--- src/rtl/retrodack_fetch_pkg.sv ---
// Shared types for the boot-ROM prefetch stage.
package retrodack_fetch_pkg;

  typedef enum logic {IDLE, STREAM} fetch_state_t;

  typedef struct packed {
    logic [29:0] word_addr;
    logic [31:0] data;
  } prefetch_entry_t;

  localparam int WORD_SHIFT = 2;

endpackage

--- src/rtl/retrodack_prefetch_fifo.sv ---
// Prefetch FIFO of {word address, data}; synchronous flush wins over push.
module retrodack_prefetch_fifo
  import retrodack_fetch_pkg::*;
#(
  parameter int DEPTH = 4
) (
  input  logic                     i_clock,
  input  logic                     i_reset,
  input  logic                     i_push,
  input  logic                     i_pop,
  input  logic                     i_flush,
  input  prefetch_entry_t          i_data,
  output prefetch_entry_t          o_head,
  output logic [$clog2(DEPTH):0]   o_count
);

  localparam int AW = $clog2(DEPTH);
  localparam logic [AW:0] FULL = (AW+1)'(DEPTH);

  prefetch_entry_t mem [DEPTH];
  logic [AW-1:0]   rd_ptr, wr_ptr;
  logic            do_push, do_pop;

  // Push is allowed at full when the head leaves in the same cycle.
  assign do_pop  = i_pop && (o_count != '0);
  assign do_push = i_push && ((o_count != FULL) || do_pop);
  assign o_head  = mem[rd_ptr];

  always_ff @(posedge i_clock) begin
    if (i_reset || i_flush) begin
      rd_ptr  <= '0;
      wr_ptr  <= '0;
      o_count <= '0;
    end else begin
      if (do_push) wr_ptr <= wr_ptr + AW'(1);
      if (do_pop)  rd_ptr <= rd_ptr + AW'(1);
      o_count <= o_count + (AW+1)'(do_push) - (AW+1)'(do_pop);
    end
  end

  always_ff @(posedge i_clock) begin
    if (do_push && !i_flush && !i_reset) mem[wr_ptr] <= i_data;
  end

endmodule

--- src/rtl/retrodack_brom_prefetch.sv ---
// Sequential prefetcher in front of the boot ROM: FIFO hits in one cycle,
// misses flush and re-seed the stream, responses bypass to a waiting CPU.
module retrodack_brom_prefetch
  import retrodack_fetch_pkg::*;
#(
  parameter int          DEPTH     = 4,
  parameter logic [31:0] ROM_BASE  = 32'h0,
  parameter int          ROM_WORDS = 4096
) (
  input  logic        i_clock,
  input  logic        i_reset,
  input  logic        i_request,
  input  logic [31:0] i_address,
  output logic [31:0] o_rdata,
  output logic        o_ready,
  output logic        o_rom_request,
  output logic [31:0] o_rom_address,
  input  logic [31:0] i_rom_rdata,
  input  logic        i_rom_ready
);

  localparam int          CW     = $clog2(DEPTH) + 1;
  localparam logic [32:0] ROM_END = {1'b0, ROM_BASE} + (33'(ROM_WORDS) << WORD_SHIFT);
  localparam logic [CW:0] CREDIT = (CW+1)'(DEPTH);

  fetch_state_t    state, state_nx;
  logic [31:0]     fetch_addr, fetch_addr_nx;
  logic [29:0]     rsp_waddr, rsp_waddr_nx;
  logic [CW-1:0]   in_flight, in_flight_nx, discard, discard_nx, fifo_count;
  logic            wait_q, wait_nx;
  logic            ready_nx, rom_req_nx;
  logic [31:0]     rdata_nx, rom_addr_nx;

  prefetch_entry_t head, push_data;
  logic [29:0]     req_waddr;
  logic [31:0]     req_addr;
  logic            req_in_rom, accept, rsp_vld, rsp_live;
  logic            head_hit, pend_hit, hit, pend, miss, bypass, push;
  logic [CW-1:0]   live_flight;
  logic [CW:0]     credit;
  logic            addr_lsb_unused;

  assign addr_lsb_unused = ^i_address[WORD_SHIFT-1:0];

  assign req_waddr   = i_address[31:WORD_SHIFT];
  assign req_addr    = {req_waddr, 2'b00};
  assign req_in_rom  = ({1'b0, req_addr} >= {1'b0, ROM_BASE}) && ({1'b0, req_addr} < ROM_END);
  assign accept      = i_request && !o_ready && !wait_q;
  // A response with nothing outstanding belongs to a stream killed by reset.
  assign rsp_vld     = i_rom_ready && (in_flight != '0);
  assign rsp_live    = rsp_vld && (discard == '0);
  assign live_flight = in_flight - discard;
  assign credit      = {1'b0, fifo_count} + {1'b0, in_flight};

  assign head_hit = (state == STREAM) && (fifo_count != '0) && (head.word_addr == req_waddr);
  // FIFO empty but the wanted word is the next live response: wait for it.
  assign pend_hit = (state == STREAM) && (fifo_count == '0) && req_in_rom &&
                    (live_flight != '0) && (rsp_waddr == req_waddr);

  assign hit       = accept && head_hit;
  assign pend      = accept && pend_hit;
  assign miss      = accept && !head_hit && !pend_hit;
  assign bypass    = rsp_live && (wait_q || pend);
  assign push      = rsp_live && !bypass;
  assign push_data = '{word_addr: rsp_waddr, data: i_rom_rdata};

  retrodack_prefetch_fifo #(.DEPTH(DEPTH)) u_fifo (
    .i_clock (i_clock),
    .i_reset (i_reset),
    .i_push  (push),
    .i_pop   (hit),
    .i_flush (miss),
    .i_data  (push_data),
    .o_head  (head),
    .o_count (fifo_count)
  );

  always_comb begin
    state_nx      = state;
    fetch_addr_nx = fetch_addr;
    rsp_waddr_nx  = rsp_waddr;
    wait_nx       = wait_q;
    rom_req_nx    = 1'b0;
    rom_addr_nx   = o_rom_address;
    ready_nx      = 1'b0;
    rdata_nx      = o_rdata;
    discard_nx    = discard - CW'(rsp_vld && (discard != '0));

    if (miss) begin
      // Everything outstanding, including a response landing now, is stale.
      state_nx      = req_in_rom ? STREAM : IDLE;
      discard_nx    = in_flight - CW'(rsp_vld);
      rsp_waddr_nx  = req_waddr;
      wait_nx       = req_in_rom;
      fetch_addr_nx = req_addr + 32'd4;
      rom_req_nx    = req_in_rom;
      rom_addr_nx   = req_addr;
      if (!req_in_rom) begin
        ready_nx = 1'b1;
        rdata_nx = 32'h0;
      end
    end else begin
      if (rsp_live) rsp_waddr_nx = rsp_waddr + 30'd1;
      if (pend && !rsp_live) wait_nx = 1'b1;
      if (bypass) wait_nx = 1'b0;
      if ((state == STREAM) && (credit < CREDIT) && ({1'b0, fetch_addr} < ROM_END)) begin
        rom_req_nx    = 1'b1;
        rom_addr_nx   = fetch_addr;
        fetch_addr_nx = fetch_addr + 32'd4;
      end
    end

    if (hit) begin
      ready_nx = 1'b1;
      rdata_nx = head.data;
    end else if (bypass) begin
      ready_nx = 1'b1;
      rdata_nx = i_rom_rdata;
    end

    in_flight_nx = in_flight - CW'(rsp_vld) + CW'(rom_req_nx);
  end

  always_ff @(posedge i_clock) begin
    if (i_reset) begin
      state         <= IDLE;
      fetch_addr    <= '0;
      rsp_waddr     <= '0;
      in_flight     <= '0;
      discard       <= '0;
      wait_q        <= 1'b0;
      o_ready       <= 1'b0;
      o_rdata       <= '0;
      o_rom_request <= 1'b0;
      o_rom_address <= '0;
    end else begin
      state         <= state_nx;
      fetch_addr    <= fetch_addr_nx;
      rsp_waddr     <= rsp_waddr_nx;
      in_flight     <= in_flight_nx;
      discard       <= discard_nx;
      wait_q        <= wait_nx;
      o_ready       <= ready_nx;
      o_rdata       <= rdata_nx;
      o_rom_request <= rom_req_nx;
      o_rom_address <= rom_addr_nx;
    end
  end

endmodule

--- config.mk ---
export PLATFORM = sky130hd
export DESIGN_NAME = retrodack_brom_prefetch
export DESIGN_NICKNAME = d
export VERILOG_FILES = /design/src/rtl/retrodack_fetch_pkg.sv /design/src/rtl/retrodack_prefetch_fifo.sv /design/src/rtl/retrodack_brom_prefetch.sv
export SDC_FILE = /design/constraint.sdc
export NUM_CORES = 1
export LEC_CHECK = 0
export ABC_AREA = 0
export CAP_MARGIN = 20
export CORE_AREA = 2 2 224 226
export CTS_BUF_LIST = sky130_fd_sc_hd__clkbuf_8
export CTS_CLUSTER_DIAMETER = 80
export DETAILED_ROUTE_END_ITERATION = 10
export DIE_AREA = 0 0 226 228
export PLACE_DENSITY_LB_ADDON = 0.08
export SYNTH_ARGS = -nofsm -noshare
export SYNTH_HDL_FRONTEND = slang
export SYNTH_SLANG_ARGS = --single-unit
--- constraint.sdc ---
create_clock -name i_clock -period 21.6 [get_ports i_clock]
set_input_delay 3.24 -clock i_clock [delete_from_list [all_inputs] [get_ports i_clock]]
set_output_delay 3.24 -clock i_clock [all_outputs]
set_load 0.02 [all_outputs]
==> results.sh <==
export IMPL_period_needed_ns=7.645
export IMPL_chipHeight_um=228
export IMPL_fin_area_um2=20070
export IMPL_relSlewSlack_pct=33.13
export IMPL_grt_pass1_wl_um=67970
export IMPL_fp_coreArea_um2=49350
export IMPL_synth_top_area_cell="edfxtp_1"
export IMPL_max_freq_ghz=0.1308
export IMPL_grt_overflow=0
export IMPL_pwr_share_seq_pct=50.8
export IMPL_dr_pass1_iters=5
export IMPL_vias=10416
export IMPL_yosysWarnings=0
export IMPL_drv_slew=0
export IMPL_postSynth_asyncResetShare_pct=0
export IMPL_cts_inserted_buffers=68
export IMPL_path_class="input pin to register"
export IMPL_antenna_found_initial=0
export IMPL_synth_seq_cells=389
export IMPL_syn_area_um2=16970
export IMPL_ant_nets=0
export IMPL_hold_slack_ns=0.4645
export IMPL_drc=0
export IMPL_ioPinCount=134
export IMPL_end_kind="register"
export IMPL_cts_root_buffer_cell="clkbuf_8"
export IMPL_placed_area_um2=18810
export IMPL_final_layout_size_suffix_gt1_share_pct=16.47
export IMPL_hp_class="register to register"
export IMPL_power_frac_comb_pct=12.0
export IMPL_syn_area_per_cell_um2=13.71
export IMPL_worstPathArrival_ns=7.87
export IMPL_synth_cell_type_count=63
export IMPL_place_congestion=0.7625
export IMPL_ys_seq_area_share_pct=60.54
export IMPL_area_delta_synth_final_pct=18.28
export IMPL_synth_edf_count=248
export IMPL_numClockSinks=389
export IMPL_ys_top_cells_by_area="edfxtp_1 (44%), dfxtp_1 (17%), mux4_2 (7.3%)"
export IMPL_max_cap_violations=0
export IMPL_synthTopCellsByCount="edfxtp_1 (248), dfxtp_1 (141), xnor2_1 (100)"
export IMPL_dieArea_um2=51530
export IMPL_p_clk_share_pct=37.2
export IMPL_path_max_fanout=57
export IMPL_clk_latency_ns=0.63
export IMPL_fin_crit_sh_pct=35.39
export IMPL_yosysTopAreaCellShare_pct=43.90
export IMPL_viasPerCell=5.005
export IMPL_drtIter0Drc=631
export IMPL_rows=82
export IMPL_start_util_pct=34.38
export IMPL_cts_setup_buffers=0
export IMPL_finalSetupTns_ns=0
export IMPL_hold_buffers=0
export IMPL_crit_required_ns=21.83
export IMPL_power_density_nw_per_um2=84.76
export IMPL_synth_most_common_cell="edfxtp_1"
export IMPL_gr_usage_all_layers_pct=17.87
export IMPL_dp_hpwl_um=28520
export IMPL_p_leak_nw=6.473
export IMPL_status="finished clean"
export IMPL_syn_inst=1237
export IMPL_path_clk_slew_ns=0.05
export IMPL_die_w_um=226
export IMPL_cts_tree="built"
export IMPL_p_int_w=0.001246
export IMPL_diodes=0
export IMPL_ctsResizeCount=0
export IMPL_tightestPinTransition_ns=1.003
export IMPL_rsz0062_at_grt="no"
export IMPL_startpoint_type="input pin"
export IMPL_numPortBuffers=129
export IMPL_fin_nets=1445
export IMPL_num_fill_cells=4707
export IMPL_grt_start_max_net_pins=69
export IMPL_first_global_vias=10462
export IMPL_drt_wl_total_um=45630
export IMPL_final_setup_viol_count=0
export IMPL_avgRoutedWirePerCell_um=21.93
export IMPL_clock_path_buffers=3
export IMPL_fin_skew_ns=0.02793
export IMPL_power_switching_w=0.0004546
export IMPL_synth_ff_type="edfxtp_1"
export IMPL_switching_share_pct=26.73
export IMPL_vdd_drop_max_mv=0.03529
export IMPL_htreeDepth=3
export IMPL_final_hold_violation_count=0
state kept, by name (all words and copies together) (netlist names), 3 cells and up, named ones only:
signal,flops
fetch_addr,30
u_fifo.mem,248
u_fifo.o_count,3
in_flight,3
o_rom_address,30
rsp_waddr,30
o_rdata,32
discard,3
cell families after synthesis:
group	synth area share, %
AOI/OAI and AO/OA	10.33
xor gates and xnor gates	6.918
adders and majority gates	1.446
buffers and inverters	3.370
DFF	60.54
muxes	8.784
other	0.02210
and+or+nand+nor	8.592
metrics by stage:
step	total power, W	setup WS, ns	utilization [%]	std cells
after floorplan	0.001005	11.67	-	1238
after global placement	0.001085	13.29	38.11	1960
after detailed placement	0.001086	13.34	38.11	1960
after CTS	0.001732	13.99	40.66	2081
after global routing	0.001784	13.69	40.66	2081
final	0.001701	13.95	40.66	2081
area by class of cell:
cell class | instances | area [um^2] | share of cell area [%]
Clock buffer | 75 | 1032 | 5.144
Sequential cell | 389 | 10280 | 51.22
Multi-Input combinational cell | 725 | 6170 | 30.75
Tap cell | 672 | 840.8 | 4.190
Timing Repair Buffer | 145 | 1409 | 7.021
Clock inverter | 46 | 227.7 | 1.135
Inverter | 29 | 108.9 | 0.5425
layer usage:
metal	routed length, um	GRT usage [%]
met5	0	0
met3	2120	3.259
met1	21260	24.78
met2	21400	28.30
met4	846	5.733
critical path, cell delays in order:
cell	delay, ns
clkdlybuf4s50_1	0.68
xnor2_1	0.54
nand4_1	0.22
nor4_1	0.48
nand4_1	0.18
and2_1	0.26
nand2_4	0.36
nand2_1	0.39
nor3_2	0.59
buf_4	0.87
cell usage in the layout (no fill, tap or decap), drive strengths merged, types with 15 or more instances in the layout:
cell	Yosys	routed
a211oi	40	40
buf	35	17
ha	18	18
clkdlybuf4s50	0	128
clkinv	0	15
mux2i	24	24
clkbuf	60	75
inv	29	59
nand4	28	28
edfxtp	248	248
nor3	18	18
o2bb2ai	32	32
a21oi	41	41
mux4	55	55
xnor2	100	100
dfxtp	141	141
nor2	77	77
a22oi	32	32
nand2	74	74
xor2	34	34
a21boi	18	18
nand3	43	43
power by group through the flow:
stage	sequential [W]	combinational (W)	clock, W
after floorplan	0.000877	0.000128	0
after global placement	0.000879	0.000206	0
after detailed placement	0.000880	0.000206	0
after CTS	0.000865	0.000208	0.000659
after global routing	0.000868	0.000224	0.000691
final	0.000864	0.000204	0.000633
worst paths after layout:
check	start	end	slack [ns]	cells after the start
max	i_address[26]	u_fifo.mem[2][36]	13.95	10
min	o_rom_address[30]	o_rom_address[30]	0.46	2
max reg2reg	register	u_fifo.mem[2][36]	15.48	10
min reg2reg	o_rom_address[30]	o_rom_address[30]	0.46	2
No activity file was read; power rests on OpenSTA's default activity.
